===== src/rtl/uart_rx_frame_if.sv =====
// Signal bundle between a UART serial line plus its frame settings and the
// parallel receive side. The master drives the line; the slave is the receiver.
interface uart_rx_frame_if #(
  parameter int DATA_WIDTH = 8
);
  logic                  rx_in;
  logic                  par_en;
  logic                  par_typ;
  logic [DATA_WIDTH-1:0] p_data;
  logic                  data_valid;
  logic                  par_err;
  logic                  stp_err;

  modport master (
    output rx_in, par_en, par_typ,
    input  p_data, data_valid, par_err, stp_err
  );

  modport slave (
    input  rx_in, par_en, par_typ,
    output p_data, data_valid, par_err, stp_err
  );
endinterface


===== src/rtl/uart_rx_frame.sv =====
// Oversampling UART frame receiver: start/data/optional parity/stop, 2-of-3 vote
// around mid-bit, one-cycle pulses for a good word, parity error or stop error.
module uart_rx_frame #(
  parameter int DATA_WIDTH = 8,
  parameter int OVERSAMPLE = 8
) (
  input logic            CLK,
  input logic            RST,
  uart_rx_frame_if.slave bus
);

  localparam int M      = OVERSAMPLE / 2;
  localparam int TICK_W = (OVERSAMPLE > 1) ? $clog2(OVERSAMPLE) : 1;
  localparam int BIT_W  = (DATA_WIDTH > 1) ? $clog2(DATA_WIDTH) : 1;

  localparam logic [TICK_W-1:0] T_PRE  = TICK_W'(M - 1);
  localparam logic [TICK_W-1:0] T_MID  = TICK_W'(M);
  localparam logic [TICK_W-1:0] T_POST = TICK_W'(M + 1);
  localparam logic [TICK_W-1:0] T_LAST = TICK_W'(OVERSAMPLE - 1);
  localparam logic [BIT_W-1:0]  B_LAST = BIT_W'(DATA_WIDTH - 1);

  typedef enum logic [2:0] {IDLE, START, DATA, PARITY, STOP} state_t;

  state_t                state_q, state_d;
  logic                  sync1_q, rxs_q, rxs_prev_q;
  logic [TICK_W-1:0]     tick_q, tick_d;
  logic [BIT_W-1:0]      bit_cnt_q, bit_cnt_d;
  logic                  s_pre_q, s_pre_d, s_mid_q, s_mid_d;
  logic [DATA_WIDTH-1:0] shift_q, shift_d;
  logic [DATA_WIDTH-1:0] p_data_q, p_data_d;
  logic                  par_en_q, par_en_d, par_typ_q, par_typ_d;
  logic                  perr_q, perr_d;
  logic                  data_valid_q, data_valid_d;
  logic                  par_err_q, par_err_d;
  logic                  stp_err_q, stp_err_d;
  logic                  maj, decide, tick_wrap;

  // Third sample is the live synced value, so the vote is ready at tick M+1.
  assign maj       = (s_pre_q & s_mid_q) | (s_pre_q & rxs_q) | (s_mid_q & rxs_q);
  assign decide    = (tick_q == T_POST);
  assign tick_wrap = (tick_q == T_LAST);

  always_comb begin
    state_d      = state_q;
    tick_d       = tick_wrap ? '0 : tick_q + TICK_W'(1);
    bit_cnt_d    = bit_cnt_q;
    s_pre_d      = (tick_q == T_PRE) ? rxs_q : s_pre_q;
    s_mid_d      = (tick_q == T_MID) ? rxs_q : s_mid_q;
    shift_d      = shift_q;
    p_data_d     = p_data_q;
    par_en_d     = par_en_q;
    par_typ_d    = par_typ_q;
    perr_d       = perr_q;
    data_valid_d = 1'b0;
    par_err_d    = 1'b0;
    stp_err_d    = 1'b0;

    unique case (state_q)
      IDLE: begin
        tick_d    = '0;
        bit_cnt_d = '0;
        // The edge-detect cycle is tick 0 of the start bit, so counting resumes at 1.
        if (!rxs_q && rxs_prev_q) begin
          state_d   = START;
          tick_d    = TICK_W'(1);
          par_en_d  = bus.par_en;
          par_typ_d = bus.par_typ;
          perr_d    = 1'b0;
        end
      end
      START: begin
        if (decide && maj) begin
          state_d = IDLE;
          tick_d  = '0;
        end else if (tick_wrap) begin
          state_d = DATA;
        end
      end
      DATA: begin
        if (decide) begin
          shift_d[bit_cnt_q] = maj;
        end
        if (tick_wrap) begin
          if (bit_cnt_q == B_LAST) begin
            bit_cnt_d = '0;
            state_d   = par_en_q ? PARITY : STOP;
          end else begin
            bit_cnt_d = bit_cnt_q + BIT_W'(1);
          end
        end
      end
      PARITY: begin
        if (decide) begin
          perr_d = (^shift_q) ^ maj ^ par_typ_q;
        end
        if (tick_wrap) begin
          state_d = STOP;
        end
      end
      STOP: begin
        // Leaving at mid-stop keeps us aligned for a back-to-back start bit.
        if (decide) begin
          state_d = IDLE;
          tick_d  = '0;
          if (maj && !perr_q) begin
            p_data_d     = shift_q;
            data_valid_d = 1'b1;
          end else begin
            par_err_d = perr_q;
            stp_err_d = !maj;
          end
        end
      end
      default: begin
        state_d = IDLE;
        tick_d  = '0;
      end
    endcase
  end

  always_ff @(posedge CLK or negedge RST) begin
    if (!RST) begin
      sync1_q      <= 1'b1;
      rxs_q        <= 1'b1;
      rxs_prev_q   <= 1'b1;
      state_q      <= IDLE;
      tick_q       <= '0;
      bit_cnt_q    <= '0;
      s_pre_q      <= 1'b1;
      s_mid_q      <= 1'b1;
      shift_q      <= '0;
      p_data_q     <= '0;
      par_en_q     <= 1'b0;
      par_typ_q    <= 1'b0;
      perr_q       <= 1'b0;
      data_valid_q <= 1'b0;
      par_err_q    <= 1'b0;
      stp_err_q    <= 1'b0;
    end else begin
      sync1_q      <= bus.rx_in;
      rxs_q        <= sync1_q;
      rxs_prev_q   <= rxs_q;
      state_q      <= state_d;
      tick_q       <= tick_d;
      bit_cnt_q    <= bit_cnt_d;
      s_pre_q      <= s_pre_d;
      s_mid_q      <= s_mid_d;
      shift_q      <= shift_d;
      p_data_q     <= p_data_d;
      par_en_q     <= par_en_d;
      par_typ_q    <= par_typ_d;
      perr_q       <= perr_d;
      data_valid_q <= data_valid_d;
      par_err_q    <= par_err_d;
      stp_err_q    <= stp_err_d;
    end
  end

  assign bus.p_data     = p_data_q;
  assign bus.data_valid = data_valid_q;
  assign bus.par_err    = par_err_q;
  assign bus.stp_err    = stp_err_q;

endmodule


===== src/flat_wrapper.sv =====
// flat-port wrapper written by rule: the top's interface ports become plain ports
module uart_rx_frame_flat 
#(
  parameter int DATA_WIDTH = 8,
  parameter int OVERSAMPLE = 8
)
  (CLK, RST, bus_rx_in, bus_par_en, bus_par_typ, bus_p_data, bus_data_valid, bus_par_err, bus_stp_err);
  uart_rx_frame_if #(.DATA_WIDTH(DATA_WIDTH)) bus_i ();
  input logic CLK;
  input logic RST;
  input wire logic [$bits(bus_i.rx_in)-1:0] bus_rx_in;
  input wire logic [$bits(bus_i.par_en)-1:0] bus_par_en;
  input wire logic [$bits(bus_i.par_typ)-1:0] bus_par_typ;
  output wire logic [$bits(bus_i.p_data)-1:0] bus_p_data;
  output wire logic [$bits(bus_i.data_valid)-1:0] bus_data_valid;
  output wire logic [$bits(bus_i.par_err)-1:0] bus_par_err;
  output wire logic [$bits(bus_i.stp_err)-1:0] bus_stp_err;
  assign bus_i.rx_in = bus_rx_in;
  assign bus_i.par_en = bus_par_en;
  assign bus_i.par_typ = bus_par_typ;
  assign bus_p_data = bus_i.p_data;
  assign bus_data_valid = bus_i.data_valid;
  assign bus_par_err = bus_i.par_err;
  assign bus_stp_err = bus_i.stp_err;
  uart_rx_frame #(.DATA_WIDTH(DATA_WIDTH), .OVERSAMPLE(OVERSAMPLE)) u_core (.CLK(CLK), .RST(RST), .bus(bus_i));
endmodule

===== config.mk =====
export PLATFORM = sky130hd
export DESIGN_NAME = uart_rx_frame_flat
export DESIGN_NICKNAME = d
export VERILOG_FILES = /design/src/rtl/uart_rx_frame_if.sv /design/src/rtl/uart_rx_frame.sv /design/src/flat_wrapper.sv
export SDC_FILE = /design/constraint.sdc
export NUM_CORES = 1
export LEC_CHECK = 0
export ABC_AREA = 1
export CORE_AREA = 3 3 64 66
export CTS_CLUSTER_DIAMETER = 50
export CTS_CLUSTER_SIZE = 16
export DETAILED_ROUTE_END_ITERATION = 10
export DIE_AREA = 0 0 67 69
export GPL_TIMING_DRIVEN = 0
export HOLD_SLACK_MARGIN = 0.08
export PLACE_DENSITY = 0.81
export SLEW_MARGIN = 10
export SYNTH_ARGS = -nofsm -noshare
export SYNTH_HDL_FRONTEND = slang
export SYNTH_SLANG_ARGS = --single-unit

===== constraint.sdc =====
create_clock -name CLK -period 1.4 [get_ports CLK]
set_clock_uncertainty 0.15 [all_clocks]
set_input_delay 0.21 -clock CLK [delete_from_list [all_inputs] [get_ports CLK]]
set_output_delay 0.21 -clock CLK [all_outputs]
set_load 0.01 [all_outputs]

[After elaboration in Yosys (flattened, before gate mapping)]
Cells that the tools add are included.
Storage, ports and cells
  register bits after elaboration: 36
  output and inout port bits: 11
Operators by class
  add/sub/neg operators: 2
  order comparisons: 2
  equality and inequality tests: 16
  mux-type cells: 32
  bitwise logic cells: 7
  reductions and logical operators: 18
Operators by type and width (number)
  $mux W3: 13
  $eq A3 B3 Y1 const B: 5
  $pmux W3 S5: 1
  $mux W1: 13
  $ne A2 B1 Y1 const B: 6
  $pmux W3 S4: 1
  $eq A3 B2 Y1 const B: 3
  $bwmux W8: 1
  $reduce_xor A8 Y1: 1
  $add A3 B1 Y3 const B: 2
  $pmux W3 S2: 1
  $reduce_and A2 Y1: 3
  $reduce_and A3 Y1: 2
  $reduce_and A6 Y1: 1
  $logic_and A1 B1 Y1: 4
  $lt A3 B4 Y1 const B: 1
  $reduce_bool A2 Y1: 2
  $and A1 B1 Y1: 3
  $demux W1 S3: 1
  $eq A3 B1 Y1 const B: 1
  $ge A3 B1 Y1 const B: 1
  $logic_not A1 Y1: 3
  $logic_not A3 Y1: 1
  $ne A3 B1 Y1 const B: 1
  4 further kinds: 6

[Logic depth before layout (Yosys ltp)]
  depth in word-level cells: 7
  mapped depth: 12
  gate-level depth less buffers: 12

[Worst setup path before layout]
OpenSTA, ideal clock, no wires.
  kind: flip-flop to flip-flop
  from: register u_core.tick_q[1]
  to: register u_core.p_data_q[6] (netlist: u_core.bus.p_data[6])
  arrival time: 1.323 ns
  required time: 1.177 ns
  path slack: -0.146 ns
  cell stages (with the launch flop): 10
  buffers on the path: 1
  cells stage by stage: dfrtp_1 -> inv_1 -> ha_1 -> nand2_1 -> inv_1 -> nand2_2 -> nor3_4 -> buf_6 -> nor2_2 -> a21oi_2
On the way
  word-level cells in the longest chain between the ends: 2
RTL lines
  start: declaration: RTL line uart_rx_frame.sv:26  | logic [TICK_W-1:0] tick_q, tick_d;
  start signal: assignment: RTL line uart_rx_frame.sv:144  | tick_q <= tick_d;
  $eq A3 B3 Y1: RTL line uart_rx_frame.sv:40  | assign decide = (tick_q == T_POST);
  $reduce_and A3 Y1 (no line)
  end signal: assignment: RTL line uart_rx_frame.sv:149  | p_data_q <= p_data_d;
  end: declaration: RTL line uart_rx_frame.sv:30  | logic [DATA_WIDTH-1:0] p_data_q, p_data_d;
No other way between the ends.
A chain may end at the register's enable or synchronous reset.

[Worst setup path in the final report]
  from: register u_core.tick_q[0]
  to: register u_core.tick_q[1]
On the way
  word-level cells in the longest chain between the ends: 4
  elaborated cells on any way between the ends: 8
  those cells by class: add/sub: 1; eq/ne: 2; mux: 4; reduce/logical: 1
RTL lines
  $add A3 B1 Y3 (tied with other cells): RTL line uart_rx_frame.sv:45  | tick_d = tick_wrap ? '0 : tick_q + TICK_W'(1);
  $mux W3 / $logic_and A1 B1 Y1 (equally long branches): RTL line uart_rx_frame.sv:45, uart_rx_frame.sv:72
  $mux W3 (on tied branches): RTL line uart_rx_frame.sv:102, uart_rx_frame.sv:72
  $pmux W3 S4 (*): RTL line uart_rx_frame.sv:58  | unique case (state_q)
  via u_core.tick_d[1]: RTL line uart_rx_frame.sv:26
The timed path passes the listed nets; every way through them passes the cells marked *.

==> results.py <==
metrics = {
    "clock_network": {
        "htreeDepth": 2,
        "path_clk_slew_ps": 70,
        "clock_latency_ps": 290,
        "clock_path_buffers": 2,
        "cts_buffers": 5,
        "clkSinkCount": 36,
        "cts_tree": "done",
        "cts-root-buf": "clkbuf_8",
    },
    "route": {
        "routed_via_density": 5.20,
        "dr_total_vias": 1613,
        "drc": 0,
        "drtPass1Iterations": 4,
        "ant_nets": 0,
        "drt_iter0_drc": 131,
        "routedWlPerCell_um": 13.6,
        "wl_mm": 4.23,
    },
    "timing": {
        "setup_viol": 28,
        "fin_crit_sh_pct": 118,
        "slew_violations": 0,
        "hold_violations": 0,
        "fin_setup_tns_ps": -4960,
        "setup_ws_ps": -253,
        "rsz0062_at_grt": "yes",
        "worst_pin_slew_ps": 493,
        "fin_crit_ps": 1650,
        "fmax_mhz": 605,
        "relSlewSlack_pct": 67.1,
    },
    "power": {
        "powerDensity_nw_per_um2": 1690,
        "vdd_drop_max_v": 0.00114,
        "leakage_nw": 1.26,
    },
    "critical_path": {
        "path_cells": "ha_4 > nand2_4 > inv_4 > buf_6 > nand2_2 > nand2_2 > inv_2 > buf_6 > nor2_4 > a211oi_1",
        "required_ps": 1440,
        "cpPeakStageDelay_ps": 430,
        "crit_path_start_kind": "flip-flop",
        "crit_arrival_ps": 1700,
        "crit_family": "flip-flops",
        "cp_num_buf_inv": 4,
        "crit_type": "reg -> reg",
        "crit_path_end_kind": "flip-flop",
        "crit_slowest_cell": "dfrtp_1",
        "crit_fanout": 3,
    },
    "synthesis": {
        "yosysWarningCount": 0,
        "yosysTopAreaCell": "dfrtp_1",
        "synthMostInstantiatedCell": "nand2_1",
        "synth_area_um2": 1790,
        "yosys-top-cells-area": "dfrtp_1 (43%), nand2_1 (14%), dfstp_2 (7.3%)",
        "synth-main-ff-cell": "dfrtp_1",
        "synth_cell_types": 22,
        "synth_edf_count": 0,
        "yosysSeqAreaShare_pct": 50.7,
        "ys_seq_elements": 36,
        "synth_top_area_share_pct": 43.3,
        "synth_cells": 222,
        "avgSynthCellArea_um2": 8.07,
        "synth_nets": 235,
        "synthArstFlopShare_pct": 100,
        "synth_common_cells": "nand2_1 (68), dfrtp_1 (31), inv_1 (28), nor2_1 (26), o21ai_0 (15)",
    },
    "placed_design": {
        "placedCellCount": 285,
        "portBuffers": 15,
        "hpwlAfterDp_mm": 2.42,
        "place_congestion": 0.953,
        "place_ws_ps": -319,
        "dpl_cell_area_um2": 2000,
    },
    "layout": {
        "final_cells": 310,
        "fill_cells": 273,
        "finalNetCount": 274,
        "drive_above_1_share_pct": 34.4,
        "antenna-diode-count": 0,
        "stdcell_area_um2": 2500,
        "area_growth_syn_to_layout_pct": 39.6,
    },
    "global_routing": {
        "grt_pass1_vias": 1479,
        "grt_max_degree": 37,
        "track_usage_pct": 17.4,
        "grt_pass1_wl_mm": 6.27,
        "antenna_found_initial": 0,
        "grt_overflow": 0,
    },
    "die": {
        "chipHeight_um": 69,
        "pin_count": 16,
        "die_x_um": 67,
        "initial_utilization_pct": 49.3,
        "core_area_um2": 3630,
        "rows": 22,
        "dieArea_um2": 4620,
    },
    "worst_hold_path": {
        "hold_path_class": "in -> reg",
    },
    "status": {
        "violations": "negative setup slack",
        "outcome": "finished, violations left",
    },
    "flow_run": {
        "cap_viol_max_count": 0,
    },
}
[cells in the final DEF (no fill, tap or decap), drive strengths merged]
| cell type | count |
|---|---|
| nand2 | 70 |
| dfrtp | 31 |
| inv | 30 |
| nor2 | 28 |
| buf | 17 |
| o21ai | 15 |
| a21oi | 13 |
| nand3 | 13 |
| dlygate4sd2 | 11 |
| ha | 8 |
| clkbuf | 7 |
| dfstp | 5 |
| nor3 | 4 |
| clkdlybuf4s50 | 3 |
| a211oi | 1 |
| a31oi | 1 |
| o22ai | 1 |
| mux2 | 1 |
| bufinv | 1 |
| clkinv | 1 |
| dlygate4sd3 | 1 |
[repair_timing]
action / CTS / global route
gates resized for setup: 48 / 48
endpoints found under the hold margin: 31 / 0
hold buffers: 1 / 0
gates cloned: 1 / 0
setup buffers: 9 / 6
pin swaps: 6 / 18
setup endpoints to repair: 40 / 29
[flip-flops by register name, summed over array words and instances, names as in the netlist, 3 cells and up]
signal             count
u_core.state_q         3
u_core.shift_q         8
u_core.bit_cnt_q       3
u_core.bus.p_data      8
u_core.tick_q          3
[final timing paths]
kind / start / endpoint / slack, ps / depth (start not counted)
setup / recovery: u_core.tick_q[0] / u_core.tick_q[1] / -250 / 10
hold / removal: bus_rx_in / u_core.sync1_q / 170 / 1
setup reg to reg: u_core.tick_q[0] / u_core.tick_q[1] / -250 / 10
hold reg to reg: u_core.sync1_q / u_core.rxs_q / 210 / 0
max in group asynchronous: RST / u_core.bit_cnt_q[0] / 440 / 2
min in group asynchronous: RST / u_core.bus.p_data[0] / 290 / 2
[cell families (layout without fill, tap and decap cells)]
logic type | count (synthesis) | count (layout) | share of synthesized area [%]
AOI/OAI and AO/OA | 31 | 31 | 9.16
adders and majority gates | 8 | 8 | 5.59
buffers and inverters | 31 | 71 | 6.92
DFF | 36 | 36 | 50.7
muxes | 1 | 1 | 0.629
and+or+nand+nor | 115 | 115 | 27.0
[power breakdown]
group | leakage (nW) | switching [mW] | internal [mW]
registers | 0.471 | 0.220 | 1.26
clock network | 0.0552 | 0.360 | 0.528
logic | 0.729 | 1.08 | 0.762
total | 1.26 | 1.66 | 2.55
[metal layers]
metal | GRT usage [%] | share of wire (%) | vias to the layer above
li1 | - | - | 782
met1 | 21.0 | 39 | 763
met2 | 29.5 | 54 | 52
met3 | 3.58 | 4.5 | 16
met4 | 6.98 | 2.4 | 0
met5 | 0 | 0 | -
[stage by stage]
step           utilization, %  hold WS, ps  power [mW]
6_report                 68.8          174        4.22
3_5_place_dp             55.1          187        2.55
5_1_grt                  68.8          183        4.47
3_3_place_gp             55.2          196        2.50
4_1_cts                  63.5          171        3.63
2_1_floorplan               -         -236        2.23
[final cells by class]
cell class	count	area (um^2)	area share, %
inverters	30	118	4.71
well taps	48	60.1	2.40
clock inverters	2	35.0	1.40
multi-input cells	155	1010	40.3
repair buffers	32	287	11.5
flip-flops and latches	36	910	36.4
clock buffers	6	72.6	2.90
plain buffers	1	11.3	0.451
No activity file was read; power rests on OpenSTA's default activity.
